--- config.mk ---
export PLATFORM = sky130hd
export DESIGN_NAME = pipe_stall_ctrl
export DESIGN_NICKNAME = d
export VERILOG_FILES = /design/src/rtl/pipe_stall_ctrl.sv
export SDC_FILE = /design/constraint.sdc
export NUM_CORES = 1
export LEC_CHECK = 0
export BUFFER_PORTS_ARGS = -buffer_cell sky130_fd_sc_hd__buf_2
export CORE_AREA = 10 10 69 71
export DETAILED_ROUTE_END_ITERATION = 12
export DIE_AREA = 0 0 79 81
export MAX_ROUTING_LAYER = met4
export PLACE_DENSITY = 0.81
export SLEW_MARGIN = 10
export SYNTH_ARGS = -nofsm -noshare
export SYNTH_HDL_FRONTEND = slang
export SYNTH_SLANG_ARGS = --single-unit
--- constraint.sdc ---
create_clock -name clk -period 2.95 [get_ports clk]
set_clock_uncertainty 0.1 [all_clocks]
set_input_delay 0.59 -clock clk [delete_from_list [all_inputs] [get_ports clk]]
set_output_delay 0.59 -clock clk [all_outputs]
set_load 0.01 [all_outputs]
--- src/rtl/pipe_stall_ctrl.sv ---
// pipe_stall_ctrl: central stall/flush sequencer for the five-stage core.
// Merges the ID load-use request, the EX divider handshake and the MEM
// exception/eret redirect into the per-stage stall bus and a registered
// one-cycle flush with its redirect target.
// Optional feature: define PIPE_DIV_TIMEOUT_EN to enable the divider wait
// watchdog (counter, DIV_MAX limit and sticky div_timeout flag).
module pipe_stall_ctrl #(
    parameter int STALL_W = 6,
    parameter int DIV_MAX = 33,
    parameter int CNT_W   = 6
) (
    input  logic               clk,
    input  logic               resetn,
    input  logic               stallreq_id,
    input  logic               div_start,
    input  logic               div_ready,
    input  logic               excp_req,
    input  logic [31:0]        excp_pc,
    output logic [STALL_W-1:0] stall,
    output logic               flush,
    output logic [31:0]        new_pc,
    output logic               div_busy,
    output logic               div_timeout
);

    // Hold patterns: load-use freezes PC..ID/EX, the divider also freezes EX/MEM.
    localparam logic [STALL_W-1:0] STALL_LU  = STALL_W'(3'b111);
    localparam logic [STALL_W-1:0] STALL_DIV = STALL_W'(4'b1111);

    // The wait counter must be able to represent the wait limit.
    if ((1 << CNT_W) <= DIV_MAX) begin : g_bad_cnt_w
        $error("pipe_stall_ctrl: CNT_W too small for DIV_MAX");
    end

    typedef enum logic [1:0] {
        ST_RUN   = 2'd0,
        ST_DIVW  = 2'd1,
        ST_FLUSH = 2'd2
    } state_t;

    state_t             state;
    state_t             next_state;
    logic [STALL_W-1:0] stall_raw;
    logic               timeout_now;

`ifdef PIPE_DIV_TIMEOUT_EN
    localparam logic [CNT_W-1:0] CNT_LIMIT = CNT_W'(DIV_MAX);
    localparam logic [CNT_W-1:0] CNT_SAT   = '1;

    logic [CNT_W-1:0] wait_cnt;

    assign timeout_now = (wait_cnt == CNT_LIMIT);

    // Divider wait counter: cleared on entry or abort, saturating count while waiting.
    always_ff @(posedge clk or negedge resetn) begin
        if (!resetn) begin
            wait_cnt <= '0;
        end else if (state == ST_RUN && !excp_req && div_start) begin
            wait_cnt <= '0;
        end else if (state == ST_DIVW) begin
            if (excp_req) begin
                wait_cnt <= '0;
            end else if (!div_ready && wait_cnt != CNT_SAT) begin
                wait_cnt <= wait_cnt + 1'b1;
            end
        end
    end

    // Sticky watchdog flag, set when the wait limit expires, cleared only by reset.
    always_ff @(posedge clk or negedge resetn) begin
        if (!resetn) begin
            div_timeout <= 1'b0;
        end else if (state == ST_DIVW && !excp_req && !div_ready && timeout_now) begin
            div_timeout <= 1'b1;
        end
    end
`else
    assign timeout_now = 1'b0;
    assign div_timeout = 1'b0;
`endif

    // State register; reset forces RUN immediately.
    always_ff @(posedge clk or negedge resetn) begin
        if (!resetn) begin
            state <= ST_RUN;
        end else begin
            state <= next_state;
        end
    end

    // Next-state and stall decode; excp_req outranks every other request.
    always_comb begin
        next_state = state;
        stall_raw  = '0;
        case (state)
            ST_RUN: begin
                if (excp_req) begin
                    next_state = ST_FLUSH;
                end else if (div_start) begin
                    next_state = ST_DIVW;
                    stall_raw  = STALL_DIV;
                end else if (stallreq_id) begin
                    stall_raw  = STALL_LU;
                end
            end
            ST_DIVW: begin
                if (excp_req) begin
                    next_state = ST_FLUSH;
                end else if (div_ready) begin
                    next_state = ST_RUN;
                    if (stallreq_id) begin
                        stall_raw = STALL_LU;
                    end
                end else if (timeout_now) begin
                    next_state = ST_RUN;
                end else begin
                    stall_raw  = STALL_DIV;
                end
            end
            ST_FLUSH: begin
                next_state = excp_req ? ST_FLUSH : ST_RUN;
            end
            default: begin
                next_state = ST_RUN;
            end
        endcase
    end

    // Registered flush pulse and redirect target, captured from any state.
    always_ff @(posedge clk or negedge resetn) begin
        if (!resetn) begin
            flush  <= 1'b0;
            new_pc <= 32'h0;
        end else begin
            flush <= excp_req;
            if (excp_req) begin
                new_pc <= excp_pc;
            end
        end
    end

    assign stall    = resetn ? stall_raw : '0;
    assign div_busy = (state == ST_DIVW);

endmodule
# --- Yosys cells after proc, flatten, opt, wreduce, memory -nomap -nowiden ---
# Cells that the tools add are included.
classes:
  eq_ne: 4
  n_reduce_logical: 2
  n_mux: 13
ops:
  columns: ["operator", "count"]
  rows:
  - ["two-way mux 6 bit", 3]
  - ["case mux 6 bit (2 select lines)", 1]
  - ["two-way mux 2 bit", 5]
  - ["two-way mux 4 bit", 2]
  - ["!= test 3 bit (second input constant)", 2]
  - ["case mux 2 bit (3 select lines)", 1]
  - ["two-way mux 3 bit", 1]
  - ["equality test 2 x 1 -> 1 bit (second input constant)", 1]
  - ["equality test 2 bit (second input constant)", 1]
  - ["logical NOT 2 bit", 1]
  - ["AND reduction 2 bit", 1]
word_totals:
  out_inout_bits: 41
  word_cells: 22
  reg_bits: 35
  inputBits: 38

# --- Depth between registers and ports, before layout ---
logic_depth:
  depth_word: 5
  mapped_depth: 5
  ltp_nobuf: 5

# --- Worst setup path after synthesis ---
# OpenSTA, ideal clock, no wires.
synth_path:
  path_kind: "in2out"
  from: "input port excp_req"
  to: "output port stall[1]"
  slack_ps: 924
  arrival_time_ps: 1336
  path_buffers: 2
  path_stages: 4
  path_cell_list: "buf_6 -> nand2b_1 -> a21oi_1 -> buf_4"
synth_between:
  elab_chain_cells: 3
  word_cells_on_any_way: 4
synth_lines:
  columns: ["element", "line", "rtl"]
  rows:
  - ["from (decl)", "17", "input logic excp_req,"]
  - ["two-way mux 6 bit or two-way mux 4 bit (tied branches)", "107, 97", null]
  - ["case mux 6 bit (2 select lines) *", "95", "case (state)"]
  - ["two-way mux 6 bit *", "142", "assign stall = resetn ? stall_raw : '0;"]
  - ["to (decl)", "19", "output logic [STALL_W-1:0] stall,"]
# Mark *: on every way between the ends. The rest lies on a longest branch, timed or not.

# --- Worst setup path after layout ---
layout_path:
  from: "register state[1]"
  to: "output port stall[1]"
layout_between:
  elab_chain_cells: 3
  word_cells_on_any_way: 4
layout_lines:
  columns: ["element", "line", "rtl"]
  rows:
  - ["from (decl)", "41", "state_t state;"]
  - ["from (signal assigned)", "87", "state <= next_state;"]
  - ["equality test 2 x 1 -> 1 bit or logical NOT 2 bit (tied branches)", "95", null]
  - ["case mux 6 bit (2 select lines) *", "95", null]
  - ["two-way mux 6 bit *", "142", null]
# Marked as above.

==> results.md <==
* Status: completed
* Flop pwr share at 52.4%
* Crit-path max FO at 5
* CTS Buf Count at 5
* Top post-synthesis cells by area: dfrtp_1 (55%), mux2_4 (26%), buf_12 (3.8%), mux2_2 (2.8%), buf_4 (2.4%)
* First-pass GRT wire length at 5350 um
* Dpl cell area at 1940 um^2
* Max-cap violations at 0
* Routed Antenna Nets at 0
* RSZ-0062 raised after global routing: no
* CTS clock-pin slew for the worst setup and hold paths at 0.10 ns
* Register area share after synthesis at 54.9%
* Int Pwr at 0.771 mW
* Post-CTS Hold Buffers at 0
* Comb pwr share at 25.6%
* Initial Util at 45.3%
* Final wirelength at 3350 um
* Setup_tns at 0 ns
* Synth Instances at 99
* Die Ht at 81 um
* CP Data Arrival Time at 1.52 ns
* Vias per inst at 4.55
* Psw at 0.301 mW
* Initial antenna violation count at 0
* Final Cell Area at 1990 um^2
* Top-Level Pins at 79
* Worst R2R Path Depth at 5
* M1 wire length at 1420 um
* Die area at 6400 um^2
* N_diodes at 0
* Area grow syn2layout at 25.0%
* Sw Ratio at 28.1%
* Hold crit path type: primary input to async pin
* CTS HTree Levels at 2
* Setup Buffers After CTS at 0
* Final Cycle Share at 74.9%
* Crit Reg-Reg Startpoint: state[1]
* TritonCTS clock tree: built
* Yosys top cell by area: dfrtp_1
* Cell Area, Synth at 1600 um^2
* DR iter-0 viols at 22
* IO Port Bufs at 75
* Async set-reset flop share out of synthesis at 100%
* DRC at 0
* Grt total ovfl at 0
* Warnings, synthesis at 0
* DR vias at 1024
* Met3 routed WL at 272 um
* Post-DP HPWL at 2570 um
* Slew Viols, Final at 0
* GRT Resource Usage Total at 10.9%
* PwrDens at 537 nW/um^2
* Vias in the first global route at 1168
* Clock network fraction of design power at 22.1%
* Met2 WL at 1590 um
* # fillers at 317
* Post-synth top area share at 54.9%
* Largest net degree at the start of global routing at 37
* R2R setup slack at 1.57 ns
* Share of cells above drive strength 1 at 65.5%
* Seq cells post-synth at 35
* Core area at 3520 um^2
* Placer Congestion at 0.748
* Core Rows at 22
* Main synth FF type: dfrtp_1
* DIE WIDTH at 79 um
* Highest routed metal layer: met4
* Final cell count without fillers at 225
* VDD IR max at 0.000280 V
* Final min period at 2.21 ns
* Post-synth EDFFs at 0
* Dpl cells at 217
* Hold Fails Final Rpt at 0
* Slew HR at 60.5%
* DRT Pass-1 Iters at 2
* Final setup viols at 0
* Fmax achieved at 453 MHz
* Reg2reg end: state[1]
* Worst Tran Pin Value at 0.592 ns
* Leakage dissipation at 1.08 nW
* Final Net Count at 217
* Clk_lat worst skew at 0.32 ns
* Root Driver: clkbuf_4
* CTS Sinks at 35
* Cts repair resizes at 0
* Drt wl/cell at 14.9 um
* Startpoint types: flop
* Req. time, crit path at 2.26 ns
* WS Path Type: flop to output pin
* CP Capture Type: output pin
* Synth unique cells at 18
* Maximum root-to-sink buffer count at 2
* Mapped Avg Cell Area at 16.1 um^2
==> cell type report <==
cell class,instances,area [um^2],area share [%]
sequential,35,876,43.9
timing repair buffer,77,390,19.6
multi-input combinational,53,603,30.2
clock inverter,1,5.00,0.251
inverter,4,15.0,0.753
clock buffer,7,45.0,2.26
tap,48,60.1,3.01
==> cell usage in the layout (no fill, tap or decap), types with 2 or more instances in the layout <==
master and instances:
nor2_1 2, mux2_4 28, clkbuf_4 5, dfrtp_1 35
buf_4 2, a21oi_1 4, ha_1 3, o21ai_0 2
clkbuf_1 2, mux2_2 4, nand2b_1 2, inv_1 4
conb_1 3, buf_2 75
==> Yosys cell counts (2+ instances only) <==
cell and n:
a21oi_1 4, buf_12 3, buf_4 5, dfrtp_1 35, ha_1 3, inv_1 4, mux2_2 4, mux2_4 28
nand2b_1 2, nor2_1 2, o21ai_0 2
==> power groups by stage <==
stage,Clock [mW],Combinational (mW),Sequential (mW)
2_1_floorplan,0,0.161,0.592
3_3_place_gp,0,0.273,0.567
5_1_grt,0.277,0.300,0.569
6_report,0.237,0.274,0.561
4_1_cts,0.254,0.280,0.562
3_5_place_dp,0,0.278,0.570
==> metal layers <==
metal,global-route usage [%],vias up
met1,11.1,489
li1,-,481
met4,5.38,0
met3,4.97,7
met2,17.5,47
met5,-,-
==> sequential cells by signal, summed over array words and instances (netlist names) <==
register,count
new_pc,32
state,2
flush,1
==> metrics by stage <==
| step | total power [mW] | util [%] | setup slack [ns] | hold slack (ns) |
|---|---|---|---|---|
| floorplan | 0.752 | - | 0.924 | 0.194 |
| global placement | 0.841 | 55.2 | 1.07 | 0.385 |
| detailed placement | 0.849 | 55.2 | 1.06 | 0.390 |
| CTS | 1.10 | 56.6 | 0.707 | 0.186 |
| global route | 1.15 | 56.6 | 0.582 | 0.199 |
| finish | 1.07 | 56.6 | 0.741 | 0.187 |
==> logic make-up after synthesis <==
| logic type | count (synthesis) | share of synthesized area (%) |
|---|---|---|
| mux | 32 | 29.2 |
| other cells | 1 | 0.235 |
| simple gates | 8 | 2.67 |
| buf+inv | 13 | 7.76 |
| flops | 35 | 54.9 |
| fa+ha+maj | 3 | 2.35 |
| compound gates | 7 | 2.90 |
==> worst max-delay path: stages (launching register included) <==
cell and delay (ns):
dfrtp_1 0.39, inv_1 0.11, ha_1 0.24, o21ai_0 0.11, a21oi_1 0.18, buf_2 0.17
==> worst max-delay path by stage <==
stage	startpoint	to	slack [ns]
finish	state[1]	stall[1]	0.74
global route	state[0]	stall[1]	0.58
CTS	state[1]	stall[1]	0.71
detailed placement	excp_req	stall[1]	1.06
global placement	excp_req	stall[2]	1.07
floorplan	excp_req	stall[1]	0.92
No activity file was read; power rests on OpenSTA's default activity.
